$ cat config.mk
export PLATFORM = sky130hd
export DESIGN_NAME = sub_bytes_iter
export DESIGN_NICKNAME = d
export VERILOG_FILES = /design/src/rtl/aes_pkg.sv /design/src/rtl/sub_bytes_iter_sbox_cf.sv /design/src/rtl/sub_bytes_iter.sv
export SDC_FILE = /design/constraint.sdc
export NUM_CORES = 1
export LEC_CHECK = 0
export CAP_MARGIN = 20
export CORE_MARGIN = 1.5
export CORE_UTILIZATION = 55
export CTS_CLUSTER_DIAMETER = 30
export DETAILED_ROUTE_END_ITERATION = 7
export DONT_BUFFER_PORTS = 1
export PLACE_DENSITY = 0.7
export SYNTH_ARGS = -nofsm -noshare
export SYNTH_HDL_FRONTEND = slang
export SYNTH_HIERARCHICAL = 1
export SYNTH_SLANG_ARGS = --single-unit
$ cat constraint.sdc
create_clock -name clk -period 18.8 [get_ports clk]
set_input_delay 4.7 -clock clk [delete_from_list [all_inputs] [get_ports clk]]
set_output_delay 4.7 -clock clk [all_outputs]
set_load 0.005 [all_outputs]
$ cat src/rtl/aes_pkg.sv
// -----------------------------------------------------------------------------
// aes_pkg
// Shared types, constants and GF arithmetic helpers for the composite-field
// AES S-box datapath.
//
// Field construction:
//   GF(2^4)      : polynomial x^4 + x + 1
//   GF((2^4)^2)  : polynomial y^2 + y + LAMBDA, with LAMBDA = 0xC (trace 1,
//                  so the quadratic is irreducible over GF(2^4))
//   An element is packed {hi, lo} meaning hi*y + lo.
//
// ISO_MAP / ISO_INV_MAP are worked out at elaboration time rather than
// typed in by hand. The code looks for a root r of the AES polynomial
// t^8+t^4+t^3+t+1 in the composite field and sends t^j to r^j. This
// guarantees the map is a field isomorphism for the chosen LAMBDA and
// polynomial. Both are still plain constants: in hardware, each matrix
// product becomes a fixed XOR network.
//
// Matrix layout: mat8_t m, row m[i] is the mask of input bits whose XOR
// forms output bit i.
//
// Optional build macro used by dependents: INV_SBOX_EN (adds InvSubBytes).
// -----------------------------------------------------------------------------
package aes_pkg;

    typedef logic [7:0]       byte_t;
    typedef logic [3:0]       nib_t;
    typedef byte_t [15:0]     state_t;
    typedef logic [7:0][7:0]  mat8_t;

    typedef enum logic [1:0] {
        IDLE = 2'd0,
        RUN  = 2'd1,
        DONE = 2'd2
    } fsm_e;

    localparam byte_t AFF_C     = 8'h63;
    localparam byte_t INV_AFF_C = 8'h05;
    localparam nib_t  LAMBDA    = 4'hC;

    // GF(2^4) multiply, reduction x^4 = x + 1
    function automatic nib_t gf16_mul(input nib_t a, input nib_t b);
        nib_t p;
        nib_t s;
        p = '0;
        s = a;
        for (int i = 0; i < 4; i++) begin
            if (b[i]) p = p ^ s;
            s = s[3] ? ({s[2:0], 1'b0} ^ 4'h3) : {s[2:0], 1'b0};
        end
        return p;
    endfunction

    function automatic nib_t gf16_sq(input nib_t a);
        return gf16_mul(a, a);
    endfunction

    // a^14 = a^-1 for a != 0; the zero input falls out as zero
    function automatic nib_t gf16_inv(input nib_t a);
        nib_t a2;
        nib_t a4;
        nib_t a8;
        a2 = gf16_sq(a);
        a4 = gf16_sq(a2);
        a8 = gf16_sq(a4);
        return gf16_mul(gf16_mul(a2, a4), a8);
    endfunction

    // Composite-field multiply; only needed to build the isomorphism
    function automatic byte_t cf_mul(input byte_t a, input byte_t b);
        nib_t hh;
        nib_t hi;
        nib_t lo;
        hh = gf16_mul(a[7:4], b[7:4]);
        hi = hh ^ gf16_mul(a[7:4], b[3:0]) ^ gf16_mul(a[3:0], b[7:4]);
        lo = gf16_mul(hh, LAMBDA) ^ gf16_mul(a[3:0], b[3:0]);
        return {hi, lo};
    endfunction

    function automatic byte_t mat_mul(input mat8_t m, input byte_t a);
        byte_t y;
        for (int i = 0; i < 8; i++) y[i] = ^(m[i] & a);
        return y;
    endfunction

    // Forward affine: b ^ rotl1 ^ rotl2 ^ rotl3 ^ rotl4 ^ 0x63
    function automatic byte_t aff_fwd(input byte_t a);
        return a ^ {a[6:0], a[7]} ^ {a[5:0], a[7:6]} ^ {a[4:0], a[7:5]}
                 ^ {a[3:0], a[7:4]} ^ AFF_C;
    endfunction

    // Inverse affine: rotl1 ^ rotl3 ^ rotl6 ^ 0x05
    function automatic byte_t aff_inv(input byte_t a);
        return {a[6:0], a[7]} ^ {a[4:0], a[7:5]} ^ {a[1:0], a[7:2]} ^ INV_AFF_C;
    endfunction

    function automatic byte_t find_aes_root();
        byte_t r;
        byte_t e;
        byte_t p2;
        byte_t p3;
        byte_t p4;
        byte_t p8;
        r = '0;
        for (int c = 2; c < 256; c++) begin
            e  = byte_t'(c);
            p2 = cf_mul(e, e);
            p3 = cf_mul(p2, e);
            p4 = cf_mul(p2, p2);
            p8 = cf_mul(p4, p4);
            if (r == '0 && (p8 ^ p4 ^ p3 ^ e ^ 8'h01) == '0) r = e;
        end
        return r;
    endfunction

    function automatic mat8_t build_iso_map();
        mat8_t m;
        byte_t r;
        byte_t p;
        r = find_aes_root();
        p = 8'h01;
        for (int j = 0; j < 8; j++) begin
            for (int i = 0; i < 8; i++) m[i][j] = p[i];
            p = cf_mul(p, r);
        end
        return m;
    endfunction

    // Column j of the inverse is the AES byte that maps onto unit vector j
    function automatic mat8_t build_iso_inv_map(input mat8_t fwd);
        mat8_t m;
        byte_t col;
        for (int j = 0; j < 8; j++) begin
            col = '0;
            for (int a = 0; a < 256; a++) begin
                if (mat_mul(fwd, byte_t'(a)) == (byte_t'(1) << j)) col = byte_t'(a);
            end
            for (int i = 0; i < 8; i++) m[i][j] = col[i];
        end
        return m;
    endfunction

    localparam mat8_t ISO_MAP     = build_iso_map();
    localparam mat8_t ISO_INV_MAP = build_iso_inv_map(ISO_MAP);

endpackage

$ cat src/rtl/sub_bytes_iter_sbox_cf.sv
// -----------------------------------------------------------------------------
// sbox_cf
// One combinational composite-field S-box lane without a lookup table.
// Data path: isomorphic map into GF((2^4)^2), inversion there via the GF(2^4)
// inverse, inverse map, then the forward affine step.
//
// Ports:
//   x    in   8  byte to substitute
//   inv  in   1  (INV_SBOX_EN only) 1 = InvSubBytes, 0 = SubBytes
//   y    out  8  substituted byte
//
// Build macro: INV_SBOX_EN. When it is undefined, the lane has no
// inverse-affine logic and no inv port.
// -----------------------------------------------------------------------------
module sbox_cf
    import aes_pkg::*;
(
    input  byte_t x,
`ifdef INV_SBOX_EN
    input  logic  inv,
`endif
    output byte_t y
);

    byte_t pre;
    byte_t iso;
    byte_t back;
    nib_t  h;
    nib_t  l;
    nib_t  d;
    nib_t  d_inv;
    nib_t  inv_h;
    nib_t  inv_l;

    always_comb begin
`ifdef INV_SBOX_EN
        pre = inv ? aff_inv(x) : x;
`else
        pre = x;
`endif
        iso = mat_mul(ISO_MAP, pre);
        h   = iso[7:4];
        l   = iso[3:0];
        // (h*y + l)^-1 = h*d^-1 * y + (h+l)*d^-1,  d = h^2*LAMBDA + h*l + l^2
        d     = gf16_mul(gf16_sq(h), LAMBDA) ^ gf16_mul(h, l) ^ gf16_sq(l);
        d_inv = gf16_inv(d);
        inv_h = gf16_mul(h, d_inv);
        inv_l = gf16_mul(h ^ l, d_inv);
        back  = mat_mul(ISO_INV_MAP, {inv_h, inv_l});
`ifdef INV_SBOX_EN
        y = inv ? back : aff_fwd(back);
`else
        y = aff_fwd(back);
`endif
    end

endmodule

$ cat src/rtl/sub_bytes_iter.sv
// -----------------------------------------------------------------------------
// sub_bytes_iter
// Iterative AES SubBytes. It accepts a 128-bit state and substitutes one
// 32-bit word (four bytes) per cycle using LANES composite-field S-box lanes.
// After four cycles it holds the result until the downstream stage takes it.
//
// Ports:
//   clk        in   1    rising-edge clock
//   rst        in   1    synchronous active-high reset
//   in_valid   in   1    input state valid
//   in_ready   out  1    high only in IDLE
//   in_state   in   128  byte 0 = [127:120] ... byte 15 = [7:0]
//   out_valid  out  1    high in DONE
//   out_ready  in   1    downstream accepts out_state
//   out_state  out  128  substituted state, same byte ordering
//   busy       out  1    any state other than IDLE
//   inv        in   1    (INV_SBOX_EN only) captured at acceptance; 1 = InvSubBytes
//
// Build macro: INV_SBOX_EN.
//
// state | meaning
// ------+-----------------------------------------------------------
// IDLE  | waiting for in_valid; in_ready high
// RUN   | substituting word cnt_q (0..3) in place, one word per cycle
// DONE  | out_valid high, result held until out_ready
// -----------------------------------------------------------------------------
module sub_bytes_iter
    import aes_pkg::*;
#(
    parameter int LANES = 4
) (
    input  logic         clk,
    input  logic         rst,
    input  logic         in_valid,
    output logic         in_ready,
    input  logic [127:0] in_state,
    output logic         out_valid,
    input  logic         out_ready,
    output logic [127:0] out_state,
    output logic         busy
`ifdef INV_SBOX_EN
    ,
    input  logic         inv
`endif
);

    if (LANES != 4) begin : g_bad_lanes
        $error("sub_bytes_iter: LANES must be 4");
    end

    fsm_e        fsm_q;
    fsm_e        fsm_d;
    state_t      st_q;
    logic [1:0]  cnt_q;
    logic        accept;
    logic        advance;
    byte_t       lane_x [LANES];
    byte_t       lane_y [LANES];

`ifdef INV_SBOX_EN
    logic        inv_q;
`endif

    // Byte 4k+l sits at st_q index 15-(4k+l), which for 4-bit values is the
    // bitwise complement of {k, l}.
    for (genvar g = 0; g < LANES; g++) begin : g_lane
        localparam logic [1:0] LANE_ID = 2'(g);

        assign lane_x[g] = st_q[~{cnt_q, LANE_ID}];

        sbox_cf u_sbox (
            .x   (lane_x[g]),
`ifdef INV_SBOX_EN
            .inv (inv_q),
`endif
            .y   (lane_y[g])
        );
    end

    always_ff @(posedge clk) begin
        if (rst) fsm_q <= IDLE;
        else     fsm_q <= fsm_d;
    end

    always_comb begin
        fsm_d     = fsm_q;
        accept    = 1'b0;
        advance   = 1'b0;
        in_ready  = 1'b0;
        out_valid = 1'b0;
        busy      = 1'b1;
        case (fsm_q)
            IDLE: begin
                in_ready = 1'b1;
                busy     = 1'b0;
                if (in_valid) begin
                    accept = 1'b1;
                    fsm_d  = RUN;
                end
            end
            RUN: begin
                advance = 1'b1;
                if (cnt_q == 2'd3) fsm_d = DONE;
            end
            DONE: begin
                out_valid = 1'b1;
                if (out_ready) fsm_d = IDLE;
            end
            default: fsm_d = IDLE;
        endcase
    end

    always_ff @(posedge clk) begin
        if (rst) begin
            st_q  <= '0;
            cnt_q <= '0;
`ifdef INV_SBOX_EN
            inv_q <= 1'b0;
`endif
        end else if (accept) begin
            st_q  <= in_state;
            cnt_q <= '0;
`ifdef INV_SBOX_EN
            inv_q <= inv;
`endif
        end else if (advance) begin
            for (int l = 0; l < LANES; l++) begin
                st_q[~{cnt_q, 2'(l)}] <= lane_y[l];
            end
            // wraps back to 0 on the last word, ready for the next state
            cnt_q <= cnt_q + 2'd1;
        end
    end

    assign out_state = st_q;

endmodule

==> out/results.ini <==
[floorplanning]
die_h_microns=176
fp.dieArea_sq_mm=0.0311
die_w_microns=176
ios=263
start_util_pct=55.8
rows=63
core_sq_mm=0.0296

[logic_synthesis]
synthArstFlopShare_pct=0
ys_seq_area_share_pct=16.0
ys.flop_type=dfxtp_1
yosysTopAreaCell=dfxtp_1
synth_nets=2022
synthesis.area_sq_mm=0.0165
syn_inst=1870
synth_area_leaders=dfxtp_1, xnor2_1, o21ba_2, a211oi_1, mux4_2
syn_area_per_cell_sq_um=8.84
synth_edf_count=0
synth_cell_types=93
ys_warn_count=6
synth_top_cell_area_share_pct=16.0
synth_seq_cells=132

[critical_path]
crit_required_ns=19.10
crit_fanout=21
critPathArrivalTime_ns=9.20
crit_type=reg -> reg
critPathLaunch=cnt_q[1]
rr_worst_depth=22
critPathCapture=out_state[33]
end_kind=register
critPathLaunchType=register
rrSetupSlack_ns=9.90
r2r-start=cnt_q[1]
r2r-end=out_state[33]

[finish]
drive_above_1_share_pct=20.3
n_fill_cell=2636
syn_to_final_growth_pct=1.35
nets=1869

[global_route]
grt_first_pass_wirelength_mm=80.3
antenna_found_initial=1
grt_max_degree=133
grt_pass1_vias=14000
grt_usage_pct=32.8
grt.overflow.total=0

[route]
drtIter0Drc=1675
via_per_inst=7.00
totalWireLength_mm=51.8
wire_per_inst_microns=24.4
ant_nets=0
vias=14800
drtPass1Iterations=5
drcViolationCount=0

[cts]
hold_buffers=0
path_clk_slew_ns=0.07
clock_latency_ns=0.46
cts.sinks=132
cts.htree.levels=4
cts_root_buffer=clkbuf_16
cts_made_buffers=17
cts_tree=done
postCtsSetupBuffers=0
ctsResizeCount=0
cts.path.max_buffers=2

[place]
io_buffers=0
hpwl_mm=35.2
gp_congestion=0.943

[timing]
relSlewSlack_pct=22.9
finalClockSkew_ns=0.0156
finalCritPeriodShare_pct=47.3
drv_slew=0
max_freq_mhz=112
worstMarginPinSlew_ns=1.16
finalSetupViolCount=0
finalHoldViolations=0
final.setup.tns_ns=0
min_period_ns=8.90
rsz0062_at_grt=no

[worst_hold_path]
min_from=out_state[24]
hold_class=reg -> reg

[status]
status=complete, no violations

[flow_run]
max-cap-violations=0

==> state kept, by name (all words and copies together), names as in the netlist <==
signal	count
fsm_q	2
out_state	128
cnt_q	2
==> final cells by class <==
cell class,count,area (sq um),area share (%)
Inverter,23,88.8,0.530
Sequential cell,132,2650,15.8
Clock inverter,13,206,1.23
Tap cell,390,488,2.91
Clock buffer,18,439,2.62
Multi-Input combinational cell,1531,12800,76.3
Antenna cell,1,2.50,0.0149
Timing Repair Buffer,12,103,0.612
==> critical path, stage by stage (launching register included) <==
cell       delay (ns)
dfxtp_2          0.67
buf_4            0.47
mux4_2           0.53
xor2_1           0.71
nor2_1           0.17
xnor2_1          0.17
o21ai_0          0.22
xor2_1           0.74
inv_1            0.54
xnor2_1          0.38
xnor2_1          0.12
ha_1             0.62
inv_1            0.26
o2111ai_1        0.26
nor4b_1          0.42
or2_1            0.37
o21ai_0          0.13
a211oi_1         0.35
xnor3_1          0.54
xnor2_2          0.19
xnor3_1          0.53
o22ai_1          0.21
a211oi_1         0.11
==> layout by cell type (no fill, tap or decap), drive strengths merged, types with 24 or more instances in the layout <==
cell type and count:
dfxtp 132, o21ba 96, mux4 35, o22ai 114
nor3 37, inv 24, nor2 88, mux2i 29
nand3 75, xnor2 174, a311oi 41, a211oi 110
o21ai 77, xor2 89, a21oi 87, nand2 170
xnor3 30
==> how the worst min path moves through the flow <==
stage,to,slack (ns),depth (start not counted)
floorplan,out_state[24],0.52,2
CTS,out_state[24],0.58,2
finish,out_state[24],0.58,2
detailed placement,out_state[24],0.57,2
global route,out_state[22],0.61,2
global placement,out_state[24],0.56,2
==> metrics by stage <==
step	instances	util (%)	worst slack, ns	instance area, sq um	hold slack [ns]
4_1_cts	2118	56.5	9.98	16700	0.580
5_1_grt	2120	56.5	9.21	16800	0.614
2_1_floorplan	1870	-	11.54	16500	0.517
3_5_place_dp	2087	54.3	10.04	16100	0.571
6_report	2120	56.5	9.90	16800	0.580
3_3_place_gp	2087	54.3	10.03	16100	0.564
==> per-layer routing <==
metal  global-route usage [%]  routed length (microns)  up-vias
li1                         -                        -     6676
met1                     42.4                    21400     7287
met2                     53.0                    24400      758
met3                     6.22                     4040      122
met4                     14.8                     1940        0
met5                        0                        0        -
==> cells in the mapped netlist, types with 53 or more instances <==
cell type	instances
o22ai_1	114
nand3_1	74
o21ba_2	96
a21oi_1	87
buf_2	53
xor2_1	60
o21ai_0	70
dfxtp_1	132
clkbuf_1	71
a211oi_1	105
xnor2_1	150
nand2_1	163
nor2_1	78
==> cells by family after synthesis <==
group / Yosys count / share of synthesized area [%]
simple gates: 487 / 14.7
buf+inv: 207 / 7.10
fa+ha+maj: 28 / 2.01
xor+xnor: 303 / 22.7
flops: 132 / 16.0
compound gates: 633 / 29.9
mux: 80 / 7.66
Power is not shown: default switching activity piles up to over one toggle a cycle in this logic, so the estimate is an artifact.
